## config.mk

```make
export PLATFORM = sky130hd
export DESIGN_NAME = button_repeat_flat
export DESIGN_NICKNAME = d
export VERILOG_FILES = /design/src/rtl/button_repeat_pkg.sv /design/src/rtl/button_repeat_if.sv /design/src/rtl/button_repeat.sv /design/src/flat_wrapper.sv
export SDC_FILE = /design/constraint.sdc
export NUM_CORES = 1
export LEC_CHECK = 0
export BUFFER_PORTS_ARGS = -buffer_cell sky130_fd_sc_hd__buf_2
export CAP_MARGIN = 0
export CORE_AREA = 2 2 39 41
export CTS_CLUSTER_DIAMETER = 120
export DETAILED_ROUTE_END_ITERATION = 10
export DIE_AREA = 0 0 41 43
export GPL_ROUTABILITY_DRIVEN = 1
export PLACE_DENSITY = 0.35
export RECOVER_POWER = 50
export SYNTH_ARGS = -nofsm -noshare
export SYNTH_HDL_FRONTEND = slang
export SYNTH_SLANG_ARGS = --single-unit
```

## constraint.sdc

```tcl
create_clock -name clk -period 2.05 [get_ports clk]
set_input_delay 0.205 -clock clk [delete_from_list [all_inputs] [get_ports clk]]
set_output_delay 0.205 -clock clk [all_outputs]
set_load 0.05 [all_outputs]
```

## src/rtl/button_repeat_pkg.sv

```systemverilog
// ---------------------------------------------------------------------------
// btn_pkg: shared types and constants for the button_repeat block.
//   btn_state_t   : FSM state encoding (IDLE / WAIT / REPEAT)
//   HOLD          : state used when the auto-repeat build option is off;
//                   it reuses the WAIT encoding
//   BTN_CNT_W     : width of the tick counter and of the step counter
//   BTN_STEPS_MAX : saturation value of the per-hold step counter
//   btn_sat_inc() : increment that stops at BTN_STEPS_MAX
// ---------------------------------------------------------------------------
package btn_pkg;

    localparam int BTN_CNT_W     = 8;
    localparam int BTN_STEPS_MAX = 255;

    typedef enum logic [1:0] {
        IDLE   = 2'd0,
        WAIT   = 2'd1,
        REPEAT = 2'd2
    } btn_state_t;

    // Single held state of the build without auto-repeat.
    localparam btn_state_t HOLD = WAIT;

    function automatic logic [BTN_CNT_W-1:0] btn_sat_inc(input logic [BTN_CNT_W-1:0] v);
        if (v == BTN_CNT_W'(BTN_STEPS_MAX)) begin
            return v;
        end
        return v + BTN_CNT_W'(1);
    endfunction

endpackage

```

## src/rtl/button_repeat_if.sv

```systemverilog
// ---------------------------------------------------------------------------
// button_repeat_if: signal bundle between a debouncer/driver and the
// button_repeat block.
//   pulse : sampling tick, one clk wide (driver -> block)
//   yes   : debounced button level (driver -> block)
//   step  : one-clk move strobe (block -> driver)
//   held  : button is being held (block -> driver)
//   steps : moves issued in the current hold, saturating (block -> driver)
// Modports: master = driver side, slave = button_repeat side.
// ---------------------------------------------------------------------------
interface button_repeat_if;
    import btn_pkg::*;

    logic                 pulse;
    logic                 yes;
    logic                 step;
    logic                 held;
    logic [BTN_CNT_W-1:0] steps;

    modport master (
        output pulse,
        output yes,
        input  step,
        input  held,
        input  steps
    );

    modport slave (
        input  pulse,
        input  yes,
        output step,
        output held,
        output steps
    );

endinterface

```

## src/rtl/button_repeat.sv

```systemverilog
// ---------------------------------------------------------------------------
// button_repeat: turns a debounced button level into paddle-move strobes
// with typematic auto-repeat. A press gives one step immediately; holding
// gives a first repeat DELAY_TICKS sampling ticks later and then one step
// every RATE_TICKS ticks. Release returns to IDLE and clears the counters.
//
// Ports:
//   clk   : system clock, rising edge
//   rst   : asynchronous reset, active low
//   bus   : button_repeat_if.slave (pulse, yes in; step, held, steps out)
//
// Parameters:
//   DELAY_TICKS : ticks from the first step to the first repeat (1..255)
//   RATE_TICKS  : ticks between repeat steps (1..255)
//
// Build option: macro BUTTON_REPEAT_EN enables auto-repeat. Without it the
// block issues exactly one step per press and steps stays at 1 until
// release; the tick counter and both parameters are then not used by the
// logic, only range-checked.
//
// All outputs come straight from flops.
// ---------------------------------------------------------------------------
module button_repeat
    import btn_pkg::*;
#(
    parameter int DELAY_TICKS = 8,
    parameter int RATE_TICKS  = 2
) (
    input  logic         clk,
    input  logic         rst,
    button_repeat_if.slave bus
);

    // Reject illegal timing parameters at elaboration.
    if (DELAY_TICKS < 1 || DELAY_TICKS > 255) begin : g_bad_delay
        $error("button_repeat: DELAY_TICKS=%0d outside 1..255", DELAY_TICKS);
    end
    if (RATE_TICKS < 1 || RATE_TICKS > 255) begin : g_bad_rate
        $error("button_repeat: RATE_TICKS=%0d outside 1..255", RATE_TICKS);
    end

    btn_state_t           state_q, state_d;
    logic                 step_q,  step_d;
    logic                 held_q,  held_d;
    logic [BTN_CNT_W-1:0] steps_q, steps_d;

`ifdef BUTTON_REPEAT_EN

    localparam logic [BTN_CNT_W-1:0] DELAY_LAST = BTN_CNT_W'(DELAY_TICKS - 1);
    localparam logic [BTN_CNT_W-1:0] RATE_LAST  = BTN_CNT_W'(RATE_TICKS - 1);

    logic [BTN_CNT_W-1:0] cnt_q, cnt_d;

    always_comb begin
        state_d = state_q;
        cnt_d   = cnt_q;
        steps_d = steps_q;
        step_d  = 1'b0;

        case (state_q)
            IDLE: begin
                // A tick arriving on the press edge is deliberately not counted.
                if (bus.yes) begin
                    state_d = WAIT;
                    step_d  = 1'b1;
                    cnt_d   = '0;
                    steps_d = BTN_CNT_W'(1);
                end
            end
            WAIT, REPEAT: begin
                // Release takes priority over a terminal tick on the same edge.
                if (!bus.yes) begin
                    state_d = IDLE;
                    cnt_d   = '0;
                    steps_d = '0;
                end else if (bus.pulse) begin
                    if (cnt_q == ((state_q == WAIT) ? DELAY_LAST : RATE_LAST)) begin
                        state_d = REPEAT;
                        step_d  = 1'b1;
                        cnt_d   = '0;
                        steps_d = btn_sat_inc(steps_q);
                    end else begin
                        cnt_d = cnt_q + BTN_CNT_W'(1);
                    end
                end
            end
            default: begin
                state_d = IDLE;
                cnt_d   = '0;
                steps_d = '0;
            end
        endcase

        held_d = (state_d != IDLE);
    end

    always_ff @(posedge clk or negedge rst) begin
        if (!rst) begin
            cnt_q <= '0;
        end else begin
            cnt_q <= cnt_d;
        end
    end

`else

    // The tick is irrelevant without auto-repeat; keep lint quiet about it.
    logic unused_pulse;
    assign unused_pulse = bus.pulse;

    always_comb begin
        state_d = state_q;
        steps_d = steps_q;
        step_d  = 1'b0;

        case (state_q)
            IDLE: begin
                if (bus.yes) begin
                    state_d = HOLD;
                    step_d  = 1'b1;
                    steps_d = BTN_CNT_W'(1);
                end
            end
            HOLD: begin
                if (!bus.yes) begin
                    state_d = IDLE;
                    steps_d = '0;
                end
            end
            default: begin
                state_d = IDLE;
                steps_d = '0;
            end
        endcase

        held_d = (state_d != IDLE);
    end

`endif

    always_ff @(posedge clk or negedge rst) begin
        if (!rst) begin
            state_q <= IDLE;
            step_q  <= 1'b0;
            held_q  <= 1'b0;
            steps_q <= '0;
        end else begin
            state_q <= state_d;
            step_q  <= step_d;
            held_q  <= held_d;
            steps_q <= steps_d;
        end
    end

    assign bus.step  = step_q;
    assign bus.held  = held_q;
    assign bus.steps = steps_q;

endmodule

```

## src/flat_wrapper.sv

```systemverilog
// flat-port wrapper written by rule: the top's interface ports become plain ports
module button_repeat_flat import btn_pkg::*;
#(
    parameter int DELAY_TICKS = 8,
    parameter int RATE_TICKS  = 2
)
  (clk, rst, bus_pulse, bus_yes, bus_step, bus_held, bus_steps);
  button_repeat_if bus_i ();
  input  logic clk;
  input  logic rst;
  input wire logic [$bits(bus_i.pulse)-1:0] bus_pulse;
  input wire logic [$bits(bus_i.yes)-1:0] bus_yes;
  output wire logic [$bits(bus_i.step)-1:0] bus_step;
  output wire logic [$bits(bus_i.held)-1:0] bus_held;
  output wire logic [$bits(bus_i.steps)-1:0] bus_steps;
  assign bus_i.pulse = bus_pulse;
  assign bus_i.yes = bus_yes;
  assign bus_step = bus_i.step;
  assign bus_held = bus_i.held;
  assign bus_steps = bus_i.steps;
  button_repeat #(.DELAY_TICKS(DELAY_TICKS), .RATE_TICKS(RATE_TICKS)) u_core (.clk(clk), .rst(rst), .bus(bus_i));
endmodule
```

==> results.py, run 1 <==
metrics = {
    "die": {
        "dieWidth_um": 41,
        "dieArea_um2": 1760,
        "top_level_ports": 14,
        "num_rows": 14,
        "core_area_um2": 1380,
        "start_util_pct": 16.7,
        "die_h_um": 43,
    },
    "sta": {
        "tns_ns": 0,
        "post-route-min-period_ns": 1.08,
        "hold_viol": 0,
        "fin_skew_ns": 0.00229,
        "clock.fmax_ghz": 0.928,
        "grt_setup_unrepaired": "no",
        "finalMaxSlewViolations": 0,
        "timing.final.crit_share_pct": 52.6,
        "finalSetupViolations": 0,
    },
    "run_status": {
        "outcome": "finished clean",
    },
    "clock_tree": {
        "htreeDepth": 1,
        "clk_pin_slew_ns": 0.04,
        "numCtsBuffers": 3,
        "clkSinkCount": 5,
        "postCtsHoldBufs": 1,
        "root_buffer": "clkbuf_4",
        "clock_latency_ns": 0.24,
        "cts_resized": 0,
        "clk_path_buf_depth": 2,
        "cts_setup_buffers": 0,
        "cts_tree": "done",
    },
    "logic_synthesis": {
        "yosys_warnings": 0,
        "yosysUniqueCellTypes": 9,
        "syn_avg_cell_area_um2": 11.6,
        "ys_ff_latch": 5,
        "syn_inst": 20,
        "yosysSeqAreaShare_pct": 54.1,
        "syn_area_um2": 231,
    },
    "pwr": {
        "powerDensity_nw_per_um2": 1010,
        "combPwrFrac_pct": 20.7,
        "vdd_ir_drop_max_mv": 0.221,
        "intPower_mw": 0.187,
        "power.net_switching_mw": 0.0929,
        "p_seq_share_pct": 38.5,
        "p_leak_nw": 0.157,
        "switching_share_pct": 33.2,
        "p_clk_share_pct": 40.8,
    },
    "critical_path": {
        "critPathMaxFanout": 3,
        "cp_data_required_time_ns": 1.85,
        "crit_chain": "buf_2",
        "critPathMaxStageDelay_ns": 0.36,
        "cpMaxStageDelayCell": "dfrtp_1",
        "startpoint_type": "flip-flop",
        "cp_top_family": "flip-flops",
        "critPathCaptureType": "output port",
        "path_buf_inv": 1,
        "path_class": "reg -> out",
        "worst_ep_arrival_time_ns": 0.87,
    },
    "drt": {
        "wl_met2_um": 166,
        "drc": 0,
        "drtAntennaViolNets": 0,
        "drt-met1-wl_um": 134,
        "drt-wirelength-per-cell_um": 6.85,
        "viasPerCell": 2.67,
        "drt_wl_total_um": 315,
        "via_count": 123,
        "first_pass_iters": 3,
        "wl_met3_um": 15,
        "top_layer": "met3",
        "drtIter0Drc": 5,
    },
    "grt": {
        "grt_pass1_wl_um": 476,
        "grt-ovfl-total": 0,
        "antenna_found_initial": 0,
        "grt_max_degree": 6,
        "track_usage_pct": 5.14,
        "first_global_vias": 130,
    },
    "finish": {
        "drive_gt1_share_pct": 26.7,
        "areaGrowthSynthToFinish_pct": 20.0,
        "layout.cells.non_filler": 46,
        "fill_cells": 159,
        "final_util_pct": 20.1,
        "n_antenna_cell": 0,
        "fin_nets": 35,
    },
    "placed_design": {
        "dp_hpwl_um": 233,
        "place_inst": 41,
        "place.gp.congestion": 0.619,
        "port_buffers": 5,
    },
    "flow_run": {
        "cap_violations": 0,
    },
    "hold_path": {
        "hp-class": "in -> reg",
    },
}
[cell usage after synthesis, drive strengths merged]
| cell type | instances | area share [%] |
|---|---|---|
| nor2 | 1 | 1.6 |
| nor2b | 1 | 2.7 |
| buf | 7 | 23 |
| nand2b | 2 | 8.6 |
| conb | 1 | 1.6 |
| inv | 2 | 3.2 |
| dfrtp | 5 | 54 |
| o22ai | 1 | 5.4 |
[per-layer routing]
layer	up-vias	global-route usage (%)
li1	64	-
met1	56	4.56
met2	3	5.00
met3	0	1.57
met4	0	12.0
met5	-	0
[registers in the layout, indices dropped and copies added (netlist names)]
name	count
u_core.bus.step	1
u_core.bus.steps	1
u_core.bus.held	1
u_core.state_q	2
[placed cells by master (no fill, tap or decap)]
cell type      synthesis  final
buf_2                  0      4
clkbuf_1               0      2
clkbuf_4               0      3
conb_1                 1      8
dfrtp_1                5      5
dlygate4sd3_1          0      1
inv_1                  2      2
nand2b_1               1      2
nor2_1                 1      1
nor2b_1                1      1
o22ai_2                1      1
[layout make-up]
| class | count | area (um2) | area share [%] |
|---|---|---|---|
| sequential | 5 | 125 | 45.0 |
| multi-input combinational | 13 | 65.1 | 23.4 |
| timing repair buffer | 6 | 33.8 | 12.2 |
| tap | 16 | 20.0 | 7.21 |
| inverter | 2 | 7.51 | 2.70 |
| clock buffer | 4 | 26.3 | 9.46 |
[kinds of logic (layout without fill, tap and decap cells)]
group	Yosys count	count (layout)	share of synthesized area, %
flip-flops	5	5	54.1
AND/OR/NAND/NOR	4	4	13.0
AO/OA/AOI/OAI	1	1	5.40
other	1	8	1.62
buffers and inverters	9	12	25.9
[final timing paths]
kind | slack (ns) | from | depth (start not counted) | to
worst min register to register | 0.44 | u_core.state_q[0]$_DFF_PN0_ | 1 | u_core.bus.step$_DFF_PN0_
min in group asynchronous | 0.35 | rst | 2 | u_core.bus.step$_DFF_PN0_
worst max register to register | 1.29 | u_core.state_q[1]$_DFF_PN0_ | 2 | u_core.bus.steps[0]$_DFFE_PN0P_
worst min-delay path | 0.26 | bus_yes | 3 | u_core.state_q[0]$_DFF_PN0_
max in group asynchronous | 1.48 | rst | 2 | u_core.bus.steps[0]$_DFFE_PN0P_
worst max-delay path | 0.97 | u_core.bus.steps[0]$_DFFE_PN0P_ | 1 | bus_steps[0]
[worst min-delay path, stage by stage]
cell and delay [ns]:
buf_2 0.08, nand2b_1 0.11, inv_1 0.07
[metrics by stage]
stage          total power [mW]  cell area (um2)  hold slack, ns  setup WS, ns
5_1_grt                   0.300              278           0.292         0.920
6_report                  0.280              278           0.256         0.972
3_5_place_dp              0.168              250          0.0264          1.22
2_1_floorplan             0.169              258         -0.0906          1.09
4_1_cts                   0.289              287           0.201         0.958
3_3_place_gp              0.167              250          0.0223          1.24
[power by group through the flow]
stage	logic, mW	clock network (mW)	registers [mW]
2_1_floorplan	0.0459	0	0.123
3_3_place_gp	0.0582	0	0.109
3_5_place_dp	0.0583	0	0.109
4_1_cts	0.0598	0.122	0.108
5_1_grt	0.0612	0.130	0.108
6_report	0.0579	0.114	0.108
No activity file was read; power rests on OpenSTA's default activity.
==> run 2, diff against run 1 <==
--- a/config.mk
+++ b/config.mk
@@ -5,6 +5,7 @@
 export SDC_FILE = /design/constraint.sdc
 export NUM_CORES = 1
 export LEC_CHECK = 0
+export ABC_AREA = 1
 export BUFFER_PORTS_ARGS = -buffer_cell sky130_fd_sc_hd__buf_2
 export CAP_MARGIN = 0
 export CORE_AREA = 2 2 39 41
@@ -12,7 +13,7 @@
 export DETAILED_ROUTE_END_ITERATION = 10
 export DIE_AREA = 0 0 41 43
 export GPL_ROUTABILITY_DRIVEN = 1
-export PLACE_DENSITY = 0.35
+export PLACE_DENSITY = 0.36
 export RECOVER_POWER = 50
 export SYNTH_ARGS = -nofsm -noshare
 export SYNTH_HDL_FRONTEND = slang
==> constraint.sdc (replaced) <==
create_clock -name clk -period 0.9 [get_ports clk]
set_input_delay 0.09 -clock clk [delete_from_list [all_inputs] [get_ports clk]]
set_output_delay 0.09 -clock clk [all_outputs]
set_load 0.05 [all_outputs]
==> results.py, run 2 <==
metrics = {
    "run_status": {
        "outcome": "finished clean",
    },
    "placed_design": {
        "dp_hpwl_um": 208,
        "place.gp.congestion": 0.564,
        "port_buffers": 5,
        "place_inst": 44,
    },
    "drt": {
        "drtIter0Drc": 0,
        "first_pass_iters": 1,
        "drt_wl_total_um": 308,
        "drtAntennaViolNets": 0,
        "drc": 0,
        "drt-wirelength-per-cell_um": 6.29,
        "via_count": 139,
        "viasPerCell": 2.84,
    },
    "hold_path": {
        "min-delay-start": "bus_yes",
        "worstHoldPathCells": 3,
        "hp-class": "in -> reg",
        "hold_end": "u_core.bus.held$_DFF_PN0_",
    },
    "critical_path": {
        "critPathMaxStageDelay_ns": 0.40,
        "cp_top_family": "flip-flops",
        "critPathMaxFanout": 2,
        "critPathCaptureType": "output port",
        "crit_chain": "buf_6",
        "r2r_cells": 3,
        "worst_ep_arrival_time_ns": 0.79,
        "path_class": "reg -> out",
        "r2r_setup_slack_ns": 0.17,
        "startpoint_type": "flip-flop",
        "reg2reg_to": "u_core.bus.steps[0]$_DFFE_PN0P_",
        "path_buf_inv": 1,
        "cpMaxStageDelayCell": "dfrtp_2",
        "cp_data_required_time_ns": 0.81,
        "r2r_start": "u_core.state_q[1]$_DFF_PN0_",
    },
    "die": {
        "dieArea_um2": 1760,
        "num_rows": 14,
        "top_level_ports": 14,
        "die_h_um": 43,
        "dieWidth_um": 41,
        "start_util_pct": 16.5,
        "core_area_um2": 1380,
    },
    "logic_synthesis": {
        "yosys_warnings": 0,
        "yosysMostFrequentCell": "buf_4",
        "syn_avg_cell_area_um2": 9.90,
        "async_flop_share_pct": 100,
        "synth_top_cells_by_count": "7 x buf_4, 5 x dfrtp_1, 4 x inv_1, 3 x nor2_1",
        "syn_inst": 23,
        "ys_ff_latch": 5,
        "syn_area_um2": 228,
        "yosysSeqAreaShare_pct": 54.9,
        "yosys-top-cells-area": "dfrtp_1 55%, buf_4 23%, inv_1 6.6%, nor2_1 4.9%, a21oi_2 3.8%",
        "yosysUniqueCellTypes": 8,
        "synth_top_area_share_pct": 54.9,
        "synth_flop_cell": "dfrtp_1",
        "synth_edf_count": 0,
        "synth_top_area_cell": "dfrtp_1",
    },
    "grt": {
        "met3_usage_pct": 6.28,
        "grt-ovfl-total": 0,
        "gr-usage-met1_pct": 6.23,
        "first_global_vias": 122,
        "grt-busiest-layer": "met3",
        "grt.met2_usage_pct": 4.06,
        "antenna_found_initial": 0,
        "grt_pass1_wl_um": 489,
        "track_usage_pct": 5.35,
        "grt_max_degree": 6,
    },
    "pwr": {
        "switching_share_pct": 32.5,
        "combPwrFrac_pct": 20.8,
        "p_clk_share_pct": 40.9,
        "intPower_mw": 0.431,
        "vdd_ir_drop_max_mv": 0.843,
        "p_leak_nw": 0.161,
        "power.net_switching_mw": 0.208,
        "p_seq_share_pct": 38.3,
        "powerDensity_nw_per_um2": 2120,
    },
    "flow_run": {
        "cap_violations": 0,
    },
    "sta": {
        "finalSetupViolations": 0,
        "grt_setup_unrepaired": "yes",
        "finalMaxSlewViolations": 0,
        "clock.fmax_ghz": 1.13,
        "timing.final.crit_share_pct": 97.9,
        "hold_viol": 0,
        "fin_skew_ns": 0.00374,
        "post-route-min-period_ns": 0.881,
    },
    "finish": {
        "largest_register": "u_core.state_q",
        "areaGrowthSynthToFinish_pct": 32.4,
        "fin_nets": 38,
        "layout_common_cells": "8 x conb_1, 4 x inv_1, 4 x dfrtp_1",
        "seqCellArea_um2": 126,
        "largest_reg_flops": 2,
        "n_antenna_cell": 0,
        "final_common_cell": "conb_1",
        "fill_cells": 153,
        "multi_input_area_um2": 61.3,
        "final_util_pct": 21.8,
        "drive_gt1_share_pct": 27.3,
        "layout.cells.non_filler": 49,
    },
    "clock_tree": {
        "root_buffer": "clkbuf_4",
        "clk_path_buf_depth": 2,
        "numCtsBuffers": 3,
        "htreeDepth": 1,
        "cts_setup_buffers": 0,
        "clk_pin_slew_ns": 0.04,
        "clock_latency_ns": 0.24,
        "clkSinkCount": 5,
        "cts_tree": "done",
    },
}
run 2: cell count changes in the layout (fill, tap and decap cells not counted), sizes merged:
cell,delta
a21oi,+1
inv,+2
nand2,+1
nand2b,-2
nor2,+2
nor2b,-1
o21bai,+1
o22ai,-1
run 2: worst max path at each step:
stage                                          startpoint                              end  slack (ns)  cells after the start
after floorplan           u_core.bus.steps[0]$_DFFE_PN0P_  u_core.bus.steps[0]$_DFFE_PN0P_        0.12                      2
after global placement        u_core.state_q[1]$_DFF_PN0_  u_core.bus.steps[0]$_DFFE_PN0P_        0.18                      3
after detailed placement      u_core.state_q[1]$_DFF_PN0_  u_core.bus.steps[0]$_DFFE_PN0P_        0.16                      3
after CTS                 u_core.bus.steps[0]$_DFFE_PN0P_                     bus_steps[0]       0.005                      1
after global routing      u_core.bus.steps[0]$_DFFE_PN0P_                     bus_steps[0]       -0.03                      1
final                     u_core.bus.steps[0]$_DFFE_PN0P_                     bus_steps[0]        0.02                      1
run 2: routing by layer:
layer	wire, um	vias up
met2	112	13
met5	0	-
met1	130	56
met4	0	0
met3	65	0
li1	-	70
run 2: kinds of logic (layout without fill, tap and decap cells):
| group | count (synthesis) | count (layout) | share of synthesized area [%] |
|---|---|---|---|
| flip-flops | 5 | 5 | 54.9 |
| other | 1 | 8 | 1.65 |
| AO/OA/AOI/OAI | 2 | 2 | 7.14 |
| buffers and inverters | 11 | 14 | 29.7 |
| AND/OR/NAND/NOR | 4 | 4 | 6.59 |
run 2: final cells by class:
class,count,share of cell area [%]
inverter,4,4.98
sequential,5,41.9
tap,16,6.64
timing repair buffer,6,17.4
clock buffer,4,8.71
multi-input combinational,14,20.3
run 2: metrics by stage:
stage	setup slack (ns)	instance area [um2]	power, mW	hold slack, ns	TNS [ns]
floorplan	0.123	255	0.373	-0.206	0
global placement	0.181	248	0.366	-0.0971	0
detailed placement	0.162	248	0.368	-0.0922	0
CTS	0.00450	295	0.651	0.0918	0
global route	-0.0258	302	0.687	0.0975	-0.0299
finish	0.0188	302	0.639	0.0995	0
run 2: power by group through the flow:
| stage | clock, mW | combinational (mW) | sequential (mW) |
|---|---|---|---|
| 6_report | 0.261 | 0.133 | 0.245 |
| 5_1_grt | 0.297 | 0.143 | 0.246 |
| 4_1_cts | 0.276 | 0.131 | 0.244 |
| 3_5_place_dp | 0 | 0.122 | 0.246 |
| 3_3_place_gp | 0 | 0.120 | 0.246 |
| 2_1_floorplan | 0 | 0.100 | 0.273 |
run 2: repair_timing:
item | CTS | global route
pin swaps | 0 | 0
endpoints found under the setup margin | 3 | 3
endpoints found under the hold margin | 5 | 0
resized for setup | 4 | 2
hold buffers | 1 | 0
cloned | 0 | 0
==> run 3, diff against run 2 <==
--- a/config.mk
+++ b/config.mk
@@ -6,6 +6,7 @@
 export NUM_CORES = 1
 export LEC_CHECK = 0
 export ABC_AREA = 1
+export ABC_CLOCK_PERIOD_IN_PS = 1130
 export BUFFER_PORTS_ARGS = -buffer_cell sky130_fd_sc_hd__buf_2
 export CAP_MARGIN = 0
 export CORE_AREA = 2 2 39 41
@@ -13,7 +14,7 @@
 export DETAILED_ROUTE_END_ITERATION = 10
 export DIE_AREA = 0 0 41 43
 export GPL_ROUTABILITY_DRIVEN = 1
-export PLACE_DENSITY = 0.36
+export PLACE_DENSITY = 0.35
 export RECOVER_POWER = 50
 export SYNTH_ARGS = -nofsm -noshare
 export SYNTH_HDL_FRONTEND = slang
==> constraint.sdc (replaced) <==
create_clock -name clk -period 1.13 [get_ports clk]
set_input_delay 0.113 -clock clk [delete_from_list [all_inputs] [get_ports clk]]
set_output_delay 0.113 -clock clk [all_outputs]
set_load 0.05 [all_outputs]
==> results.py, run 3 (synthesis gave the netlist of run 2 again) <==
metrics = {
    "clock_tree": {
        "cts_tree": "done",
        "clock_latency_ns": 0.24,
        "cts_setup_buffers": 0,
        "postCtsHoldBufs": 1,
        "clk_pin_slew_ns": 0.05,
        "clk_path_buf_depth": 2,
        "clkSinkCount": 5,
        "root_buffer": "clkbuf_4",
        "numCtsBuffers": 3,
        "cts_resized": 0,
        "htreeDepth": 1,
    },
    "drt": {
        "drt-wirelength-per-cell_um": 6.04,
        "wl_met3_um": 53,
        "first_pass_iters": 4,
        "wl_met2_um": 124,
        "drtAntennaViolNets": 0,
        "drc": 0,
        "drtIter0Drc": 3,
        "top_layer": "met3",
        "via_count": 147,
        "drt-met1-wl_um": 118,
        "drt_wl_total_um": 296,
        "viasPerCell": 3.00,
    },
    "die": {
        "start_util_pct": 16.5,
        "die_h_um": 43,
        "dieArea_um2": 1760,
        "dieWidth_um": 41,
        "num_rows": 14,
        "top_level_ports": 14,
        "core_area_um2": 1380,
    },
    "sta": {
        "post-route-min-period_ns": 0.955,
        "hold_viol": 0,
        "fin_skew_ns": 0.00861,
        "timing.final.crit_share_pct": 84.5,
        "clock.fmax_ghz": 1.05,
        "setup_slack_ns": 0.175,
        "tns_ns": 0,
        "grt_setup_unrepaired": "no",
        "finalSetupViolations": 0,
        "holdWs_ns": 0.119,
        "finalMaxSlewViolations": 0,
    },
    "critical_path": {
        "startpoint_type": "flip-flop",
        "worst_ep_arrival_time_ns": 0.84,
        "cp_data_required_time_ns": 1.02,
        "critPathCaptureType": "output port",
        "cp_top_family": "flip-flops",
        "critPathMaxFanout": 2,
        "crit_chain": "buf_2",
        "path_buf_inv": 1,
        "path_class": "reg -> out",
        "critPathMaxStageDelay_ns": 0.34,
        "cpMaxStageDelayCell": "dfrtp_1",
    },
    "placed_design": {
        "port_buffers": 5,
        "dp_hpwl_um": 219,
        "place_area_um2": 246,
        "place.gp.congestion": 0.593,
        "pre_cts_ws_ns": 0.388,
    },
    "pwr": {
        "powerDensity_nw_per_um2": 1770,
        "p_leak_nw": 0.159,
        "power_mw": 0.499,
        "vdd_ir_drop_max_mv": 0.587,
    },
    "hold_path": {
        "hp-class": "in -> reg",
    },
    "grt": {
        "antenna_found_initial": 0,
        "first_global_vias": 113,
        "grt_max_degree": 6,
        "grt-ovfl-total": 0,
        "grt_pass1_wl_um": 455,
        "track_usage_pct": 4.74,
    },
    "finish": {
        "drive_gt1_share_pct": 24.2,
        "final_common_cell": "conb_1",
        "largest_register": "u_core.state_q",
        "fin_nets": 38,
        "layout_common_cells": "8 x conb_1, 5 x dfrtp_1, 4 x inv_1, 4 x buf_2",
        "n_antenna_cell": 0,
        "largest_reg_flops": 2,
        "areaGrowthSynthToFinish_pct": 23.6,
        "postLayoutCellArea_um2": 282,
    },
    "run_status": {
        "outcome": "finished clean",
    },
    "flow_run": {
        "cap_violations": 0,
    },
}
==> run 3: path summary, 6_finish.rpt <==
| kind | from | end | slack (ns) | cells after the start |
|---|---|---|---|---|
| setup / recovery | u_core.bus.steps[0]$_DFFE_PN0P_ | bus_steps[0] | 0.18 | 1 |
| hold / removal | bus_yes | u_core.bus.held$_DFF_PN0_ | 0.12 | 3 |
| setup reg to reg | u_core.state_q[1]$_DFF_PN0_ | u_core.bus.steps[0]$_DFFE_PN0P_ | 0.39 | 3 |
| hold reg to reg | u_core.state_q[1]$_DFF_PN0_ | u_core.bus.held$_DFF_PN0_ | 0.45 | 1 |
| max in group asynchronous | rst | u_core.state_q[0]$_DFF_PN0_ | 0.66 | 2 |
| min in group asynchronous | rst | u_core.bus.held$_DFF_PN0_ | 0.25 | 2 |
==> run 3: layer usage <==
layer | vias up | GRT usage, %
met3 | 0 | 6.28
met5 | - | 0
met2 | 13 | 4.06
li1 | 72 | -
met4 | 0 | 4.00
met1 | 62 | 5.21
==> run 3: area by class of cell <==
class                      instances  area, um2
fill                             155       1100
clock buffer                       4       26.3
timing repair buffer               6       33.8
sequential                         5        125
multi-input combinational         14       61.3
tap                               16       20.0
inverter                           4       15.0
==> run 3: metrics by stage <==
step / std cells / util (%)
finish: 49 / 20.3
global route: 49 / 20.3
CTS: 49 / 20.4
detailed placement: 44 / 17.8
global placement: 44 / 17.8
floorplan: 30 / -
==> run 3: where the power goes <==
group          switching, mW  internal (mW)  total (mW)
Sequential           0.00422          0.189       0.193
Combinational         0.0856         0.0132      0.0988
Clock                 0.0730          0.134       0.207
Total                  0.163          0.336       0.499
